## src/rtl/shift_reg_univ_if.sv

```systemverilog
// Bus bundle for the universal shift register: control/data inputs and observable state.
interface shift_reg_univ_if #(
  parameter int unsigned WIDTH = 8
) ();
  localparam int unsigned CW = $clog2(WIDTH + 1);

  logic             en;
  logic             clr;
  logic [2:0]       mode;
  logic [WIDTH-1:0] d;
  logic             sin;
  logic [WIDTH-1:0] q;
  logic             sout;
  logic [CW-1:0]    shift_cnt;
  logic             done;

  modport master (
    output en, clr, mode, d, sin,
    input  q, sout, shift_cnt, done
  );

  modport slave (
    input  en, clr, mode, d, sin,
    output q, sout, shift_cnt, done
  );
endinterface

```

## src/rtl/shift_reg_univ.sv

```systemverilog
// Universal shift register: hold, parallel load, logical shifts, rotates and arithmetic
// shift right, with a saturating shift counter and a one-cycle done pulse.
module shift_reg_univ #(
  parameter int unsigned      WIDTH     = 8,
  parameter int unsigned      USE_EN    = 1,
  parameter logic [WIDTH-1:0] RESET_VAL = '0
) (
  input logic             clk,
  input logic             rst,
  shift_reg_univ_if.slave bus
);
  localparam int unsigned   CW       = $clog2(WIDTH + 1);
  localparam logic [CW-1:0] CntMax   = CW'(WIDTH);
  localparam logic [CW-1:0] CntLast  = CW'(WIDTH - 1);

  typedef enum logic [2:0] {
    ModeHold = 3'b000,
    ModeLoad = 3'b001,
    ModeShl  = 3'b010,
    ModeShr  = 3'b011,
    ModeRotl = 3'b100,
    ModeRotr = 3'b101,
    ModeAsr  = 3'b110,
    ModeRsvd = 3'b111
  } mode_e;

  logic [WIDTH-1:0] q_q, q_d;
  logic             sout_q, sout_d;
  logic [CW-1:0]    cnt_q, cnt_d;
  logic             done_q, done_d;
  logic             en_eff;
  logic             is_shift;
  mode_e            mode;

  assign en_eff = (USE_EN == 0) ? 1'b1 : bus.en;
  assign mode   = mode_e'(bus.mode);

  // Next-state: clr beats the enable gate, which beats the mode decode.
  always_comb begin
    q_d      = q_q;
    sout_d   = sout_q;
    cnt_d    = cnt_q;
    done_d   = 1'b0;
    is_shift = 1'b0;
    if (bus.clr) begin
      q_d    = RESET_VAL;
      sout_d = 1'b0;
      cnt_d  = '0;
    end else if (en_eff) begin
      case (mode)
        ModeLoad: begin
          q_d   = bus.d;
          cnt_d = '0;
        end
        ModeShl: begin
          q_d      = {q_q[WIDTH-2:0], bus.sin};
          sout_d   = q_q[WIDTH-1];
          is_shift = 1'b1;
        end
        ModeShr: begin
          q_d      = {bus.sin, q_q[WIDTH-1:1]};
          sout_d   = q_q[0];
          is_shift = 1'b1;
        end
        ModeRotl: begin
          q_d      = {q_q[WIDTH-2:0], q_q[WIDTH-1]};
          sout_d   = q_q[WIDTH-1];
          is_shift = 1'b1;
        end
        ModeRotr: begin
          q_d      = {q_q[0], q_q[WIDTH-1:1]};
          sout_d   = q_q[0];
          is_shift = 1'b1;
        end
        ModeAsr: begin
          q_d      = {q_q[WIDTH-1], q_q[WIDTH-1:1]};
          sout_d   = q_q[0];
          is_shift = 1'b1;
        end
        default: ;  // hold and reserved encoding
      endcase
      // Counter saturates; done fires only on the WIDTH-1 -> WIDTH transition.
      if (is_shift && (cnt_q != CntMax)) begin
        cnt_d  = cnt_q + CW'(1);
        done_d = (cnt_q == CntLast);
      end
    end
  end

  // State registers with asynchronous active-low reset.
  always_ff @(posedge clk or negedge rst) begin
    if (!rst) begin
      q_q    <= RESET_VAL;
      sout_q <= 1'b0;
      cnt_q  <= '0;
      done_q <= 1'b0;
    end else begin
      q_q    <= q_d;
      sout_q <= sout_d;
      cnt_q  <= cnt_d;
      done_q <= done_d;
    end
  end

  assign bus.q         = q_q;
  assign bus.sout      = sout_q;
  assign bus.shift_cnt = cnt_q;
  assign bus.done      = done_q;
endmodule
```

## src/flat_wrapper.sv

```systemverilog
// flat-port wrapper written by rule: the top's interface ports become plain ports
module shift_reg_univ_flat 
#(
  parameter int unsigned      WIDTH     = 8,
  parameter int unsigned      USE_EN    = 1,
  parameter logic [WIDTH-1:0] RESET_VAL = '0
)
  (clk, rst, bus_en, bus_clr, bus_mode, bus_d, bus_sin, bus_q, bus_sout, bus_shift_cnt, bus_done);
  shift_reg_univ_if #(.WIDTH(WIDTH)) bus_i ();
  input logic clk;
  input logic rst;
  input wire logic [$bits(bus_i.en)-1:0] bus_en;
  input wire logic [$bits(bus_i.clr)-1:0] bus_clr;
  input wire logic [$bits(bus_i.mode)-1:0] bus_mode;
  input wire logic [$bits(bus_i.d)-1:0] bus_d;
  input wire logic [$bits(bus_i.sin)-1:0] bus_sin;
  output wire logic [$bits(bus_i.q)-1:0] bus_q;
  output wire logic [$bits(bus_i.sout)-1:0] bus_sout;
  output wire logic [$bits(bus_i.shift_cnt)-1:0] bus_shift_cnt;
  output wire logic [$bits(bus_i.done)-1:0] bus_done;
  assign bus_i.en = bus_en;
  assign bus_i.clr = bus_clr;
  assign bus_i.mode = bus_mode;
  assign bus_i.d = bus_d;
  assign bus_i.sin = bus_sin;
  assign bus_q = bus_i.q;
  assign bus_sout = bus_i.sout;
  assign bus_shift_cnt = bus_i.shift_cnt;
  assign bus_done = bus_i.done;
  shift_reg_univ #(.WIDTH(WIDTH), .USE_EN(USE_EN), .RESET_VAL(RESET_VAL)) u_core (.clk(clk), .rst(rst), .bus(bus_i));
endmodule
```

## config.mk

```make
export PLATFORM = sky130hd
export DESIGN_NAME = shift_reg_univ_flat
export DESIGN_NICKNAME = d
export VERILOG_FILES = /design/src/rtl/shift_reg_univ_if.sv /design/src/rtl/shift_reg_univ.sv /design/src/flat_wrapper.sv
export SDC_FILE = /design/constraint.sdc
export NUM_CORES = 1
export LEC_CHECK = 0
export ABC_CLOCK_PERIOD_IN_PS = 1600
export BUFFER_PORTS_ARGS = -buffer_cell sky130_fd_sc_hd__buf_4
export CORE_MARGIN = 3
export CORE_UTILIZATION = 51
export CTS_CLUSTER_DIAMETER = 60
export CTS_CLUSTER_SIZE = 16
export DETAILED_ROUTE_END_ITERATION = 10
export GPL_TIMING_DRIVEN = 0
export PLACE_DENSITY_LB_ADDON = 0.05
export SLEW_MARGIN = 30
export SYNTH_ARGS = -nofsm -noshare
export SYNTH_HDL_FRONTEND = slang
export SYNTH_SLANG_ARGS = --single-unit
export TNS_END_PERCENT = 100
```

## constraint.sdc

```tcl
create_clock -name clk -period 1.6 [get_ports clk]
set_input_delay 0.24 -clock clk [delete_from_list [all_inputs] [get_ports clk]]
set_output_delay 0.24 -clock clk [all_outputs]
set_load 0.1 [all_outputs]
```

# Word level (Yosys, flattened, before mapping)
# Cells that the tools add are included.
# W data, S select, Z words.
dict set report word_totals {
  ff_bits 14
  out_inout_bits 14
  elab_cells 44
}
dict set report op_classes {
  addsub 1
  eq_ne 9
  n_mux 16
  reduce_logical 13
}
# operator n
set ops {}
lappend ops {{$pmux W8 S6} 1}
lappend ops {{$mux W4} 4}
lappend ops {{$mux W8} 2}
lappend ops {{$eq A3 B3 Y1 const B} 3}
lappend ops {{$mux W1} 8}
lappend ops {{$reduce_bool A7 Y1} 1}
lappend ops {{$eq A3 B2 Y1 const B} 2}
lappend ops {{$reduce_and A2 Y1} 3}
lappend ops {{$reduce_bool A3 Y1} 2}
lappend ops {{$reduce_bool A6 Y1} 1}
lappend ops {{$reduce_or A5 Y1} 1}
lappend ops {{$add A4 B1 Y4 const B} 1}
lappend ops {{$eq A4 B3 Y1 const B} 1}
lappend ops {{$ne A4 B4 Y1 const B} 1}
lappend ops {{$eq A3 B1 Y1 const B} 1}
lappend ops {{$reduce_and A3 Y1} 1}
lappend ops {{$reduce_or A3 Y1} 1}
lappend ops {{$ne A2 B2 Y1 const B} 1}
lappend ops {{$pmux W1 S2} 1}
lappend ops {{$reduce_bool A2 Y1} 1}
lappend ops {{$reduce_or A2 Y1} 1}
lappend ops {{$logic_and A1 B1 Y1} 1}

# Logic depth before layout (Yosys ltp)
dict set report logic_depth {
  word_depth 9
  depth_mapped 6
  ltp_nobuf 6
}

# Worst setup path after synthesis
# OpenSTA, ideal clock, no wires.
dict set report synth_timing {
  path_type {register -> register}
  start {reg u_core.cnt_q[0], in the netlist u_core.bus.shift_cnt[0]}
  end {reg u_core.cnt_q[1], in the netlist u_core.bus.shift_cnt[1]}
  setup_time_ps 132
  arrival_time_ps 1867
  required_time_ps 1468
  path_slack_ps -399
  stages_incl_launch_ff 7
  path_cell_list {dfrtp_1 inv_1 ha_1 nand3b_1 and3_2 mux2i_1 nor2_1}
}
dict set report synth_between {
  elab_chain_len 5
  word_cells_on_any_way 8
}
# item line_no
set synth_rtl {}
lappend synth_rtl {{start: declaration} shift_reg_univ.sv:29} ;# logic [CW-1:0] cnt_q, cnt_d;
lappend synth_rtl {{start signal: assignment} shift_reg_univ.sv:100} ;# cnt_q <= cnt_d;
lappend synth_rtl {{branches (longest 5 deep; another with $add A4 B1 Y4)} -}
# Several ways; the timed one is not identified. The select of a mux whose other input is x is not followed.
# A chain may end at the register's enable or synchronous reset.

# Final worst setup path
dict set report layout_timing {
  start {reg u_core.cnt_q[1], in the netlist u_core.bus.shift_cnt[1]}
  end {reg u_core.cnt_q[1], in the netlist u_core.bus.shift_cnt[1]}
}
# The elaborated chain is that of the path after synthesis.

==> summary.md <==
| Metric | Value |
|---|---|
| Area leader, netlist | dfrtp_1 |
| Final cell count without fillers | ~170 |
| Ys async rst share | 100.0% |
| Placed cells | ~160 |
| Largest net degree at the start of global routing | 15 |
| Worst-Margin Slew | approximately 0.46 ns |
| Worst hold path class | in -> reg |
| Longest Clk Path Bufs | 2 |
| Final Hold Fails | 0 |
| DR vias | ~1,000 |
| Number of global-route vias before repair | 934 |
| H-tree levels | 1 |
| GR Util All Layers | between 20% and 30% |
| Post-Synthesis Cell Area | between 1000 and 1500 µm² |
| Part of the power in registers | approximately 40% |
| Top FF cell, synth | dfrtp_1 |
| Post-synth EDFFs | 0 |
| P_leak | slightly below 0.6 nW |
| Post-route ant nets | 0 |
| Clock power share | between 20% and 30% |
| Initial core utilization | 57.51% |
| Critical path type | reg -> reg |
| # clock sinks | 14 |
| RSZ-0062 raised after global routing | no |
| Fraction of layout cells with a size suffix above 1 | 39.58% |
| Final Power | 0.0009634 W |
| Die area | 2680 µm² |
| Area share of the largest cell type after synthesis | about a third |
| Mapped Cells | 111 |
| CP Capture Type | flip-flop |
| Area contributors post-synth | dfrtp_1 (33%), mux2i_1 (7.5%), a21oi_1 (5.6%), o2bb2ai_1 (4.9%), a22oi_1 (4.2%) |
| Int Pwr | between 0.0006 and 0.0007 W |
| DP HPWL | 1825 µm |
| Total wire length | ~2500 µm |
| Setup violations, final | 0 |
| Initial drt markers | 30 |
| Die extent in y | roughly 52 µm |
| DR vias/cell | 5.775 |
| Commonest cells in the netlist | dfrtp_1 (14), a21oi_1 (12), nand2_1 (12), mux2i_1 (8) |
| First-pass GRT wire length | around 4400 µm |
| Ratio of final minimum period to clock period | about nine tenths |
| Core footprint | 1858 µm² |
| Clk_lat worst skew | 0.29 ns |
| Synthesized net count | approximately 130 |
| Most instantiated library cell after synthesis | dfrtp_1 |
| Die width | approximately 52 µm |
| DRC | 0 |
| Power Density | roughly 700 nW/µm² |
| Nets@finish | approximately 160 |
| Row count | 15 |
| Global route overflow | 0 |
| CTS tree | done |
| Clk pin slew, worst setup/hold paths | 0.09 ns |
| WL/cell | about 15 µm |
| Outcome | finished, final reports clean |
| Achievable Freq | 691.2 MHz |
| Clk_skew | 0.001531 ns |
| Worst Path Required | roughly 1.8 ns |
| Area Overhead vs Synth | 28.45% |
| Peak supply drop | around 0.60 mV |
| Distinct cells, synth | 38 |
| CTS buffer count | 3 |
| CP Max Fanout | 4 |
| Finished Cell Area | about 1400 µm² |
| DRT Pass-1 Iters | 4 |
| Ys Warns | 0 |
| WP data arrival | 1.62 ns |
| DP Area | around 1300 µm² |
| Io pins | 30 |
| Setup TNS | 0 ns |
| Synth Register Bits | 14 |
| Sequential fraction of the synthesis area | between 30% and 40% |
| Worst slew margin | 69.40% |
| Syn avg cell area | 9.626 µm² |
| Ant. Diodes | 0 |
| Post-CTS setup-driven buffer insertion count | 0 |
| Setup crit start kind | flip-flop |
| Psw | roughly 0.00035 W |
| Final slew viol count | 0 |
| Gpl congestion | between 0.8 and 0.9 |
| Hold Worst Slack | 0.1566 ns |
| IO Port Bufs | 28 |
| Switching Fraction | a little over a third |
| Max Cap Viol | 0 |
| CTS root buf | clkbuf_4 |
| Initial antenna violation count | 0 |
| Comb power frac | a little under a third |
| Final min period | approximately 1.4 ns |
-- worst max-delay path, cell delays in order (launching register included) --
cell      delay [ns]
dfrtp_4         0.51
inv_1           0.09
ha_1            0.16
nand3b_1        0.14
and3_4          0.23
mux2i_1         0.15
nor2_1          0.06
-- timing repair --
action / 4_1_cts / 5_1_grt
hold buffers: 1 / 0
setup endpoints to repair: 0 / 1
hold endpoints to repair: 14 / 0
resized for setup: 0 / 1
-- per-stage QoR --
stage,worst slack (ns),util [%]
final,0.1532,73.87
after global routing,0.03784,73.87
after CTS,0.1019,73.67
after detailed placement,0.1111,71.18
after global placement,0.1734,71.18
after floorplan,0.01430,-
-- placed cells by master, fill, tap and decap left out, types with 4 or more instances in the layout --
cell type  count
nor2b_1        4
a22oi_1        6
a21oi_1       12
o2bb2ai_1      6
dfrtp_2        4
mux2i_1        8
nor2_1         6
dfrtp_1        8
nand2_1       12
buf_4         31
-- metal layers --
metal / global-route usage (%) / part of all wire [%] / up-vias / wire length, µm
met5: 0 / 0 / - / 0
met4: 11.79 / 2.1 / 0 / 52
li1: - / - / 481 / -
met3: 4.011 / 7.1 / 5 / 176
met2: 33.05 / 46 / 36 / 1124
met1: 30.43 / 45 / 454 / 1113
-- kinds of logic after synthesis --
logic type	share of synthesized area, %
muxes	8.899
AOI/OAI and AO/OA	24.82
DFF	32.79
buffers and inverters	6.089
and+or+nand+nor	23.54
xor gates and xnor gates	1.523
adders and majority gates	2.342
-- power groups by stage --
stage                     sequential [W]  combinational [W]  clock (W)
final                           0.000387           0.000304   0.000272
after global routing            0.000390           0.000326   0.000303
after CTS                       0.000387           0.000304   0.000275
after detailed placement        0.000394           0.000301          0
after global placement          0.000393           0.000297          0
after floorplan                 0.000485           0.000121          0
-- registers in the layout, indices dropped and copies added, names as in the netlist --
name	flops
u_core.bus.q	8
u_core.bus.shift_cnt	4
u_core.bus.done	1
u_core.bus.sout	1
-- area by class of cell --
class / count / area, µm²
clock buffer: 4 / 36.28
multi-input combinational: 87 / 656.9
sequential: 14 / 362.8
fill: 140 / 485.5
tap: 25 / 31.28
inverter: 2 / 7.507
timing repair buffer: 29 / 220.2
buffer: 8 / 57.56
-- worst paths after layout --
kind	startpoint	to	slack [ns]	cells past startpoint
worst max-delay path	u_core.bus.shift_cnt[1]	u_core.bus.shift_cnt[1]	0.15	6
worst min-delay path	bus_clr	u_core.bus.sout	0.16	2
worst max register to register	u_core.bus.shift_cnt[1]	u_core.bus.shift_cnt[1]	0.15	6
worst min register to register	u_core.bus.shift_cnt[3]	u_core.bus.done	0.51	1
max in group asynchronous	rst	u_core.bus.shift_cnt[0]	1.08	2
min in group asynchronous	rst	u_core.bus.q[7]	0.33	2
No activity file was read; power rests on OpenSTA's default activity.
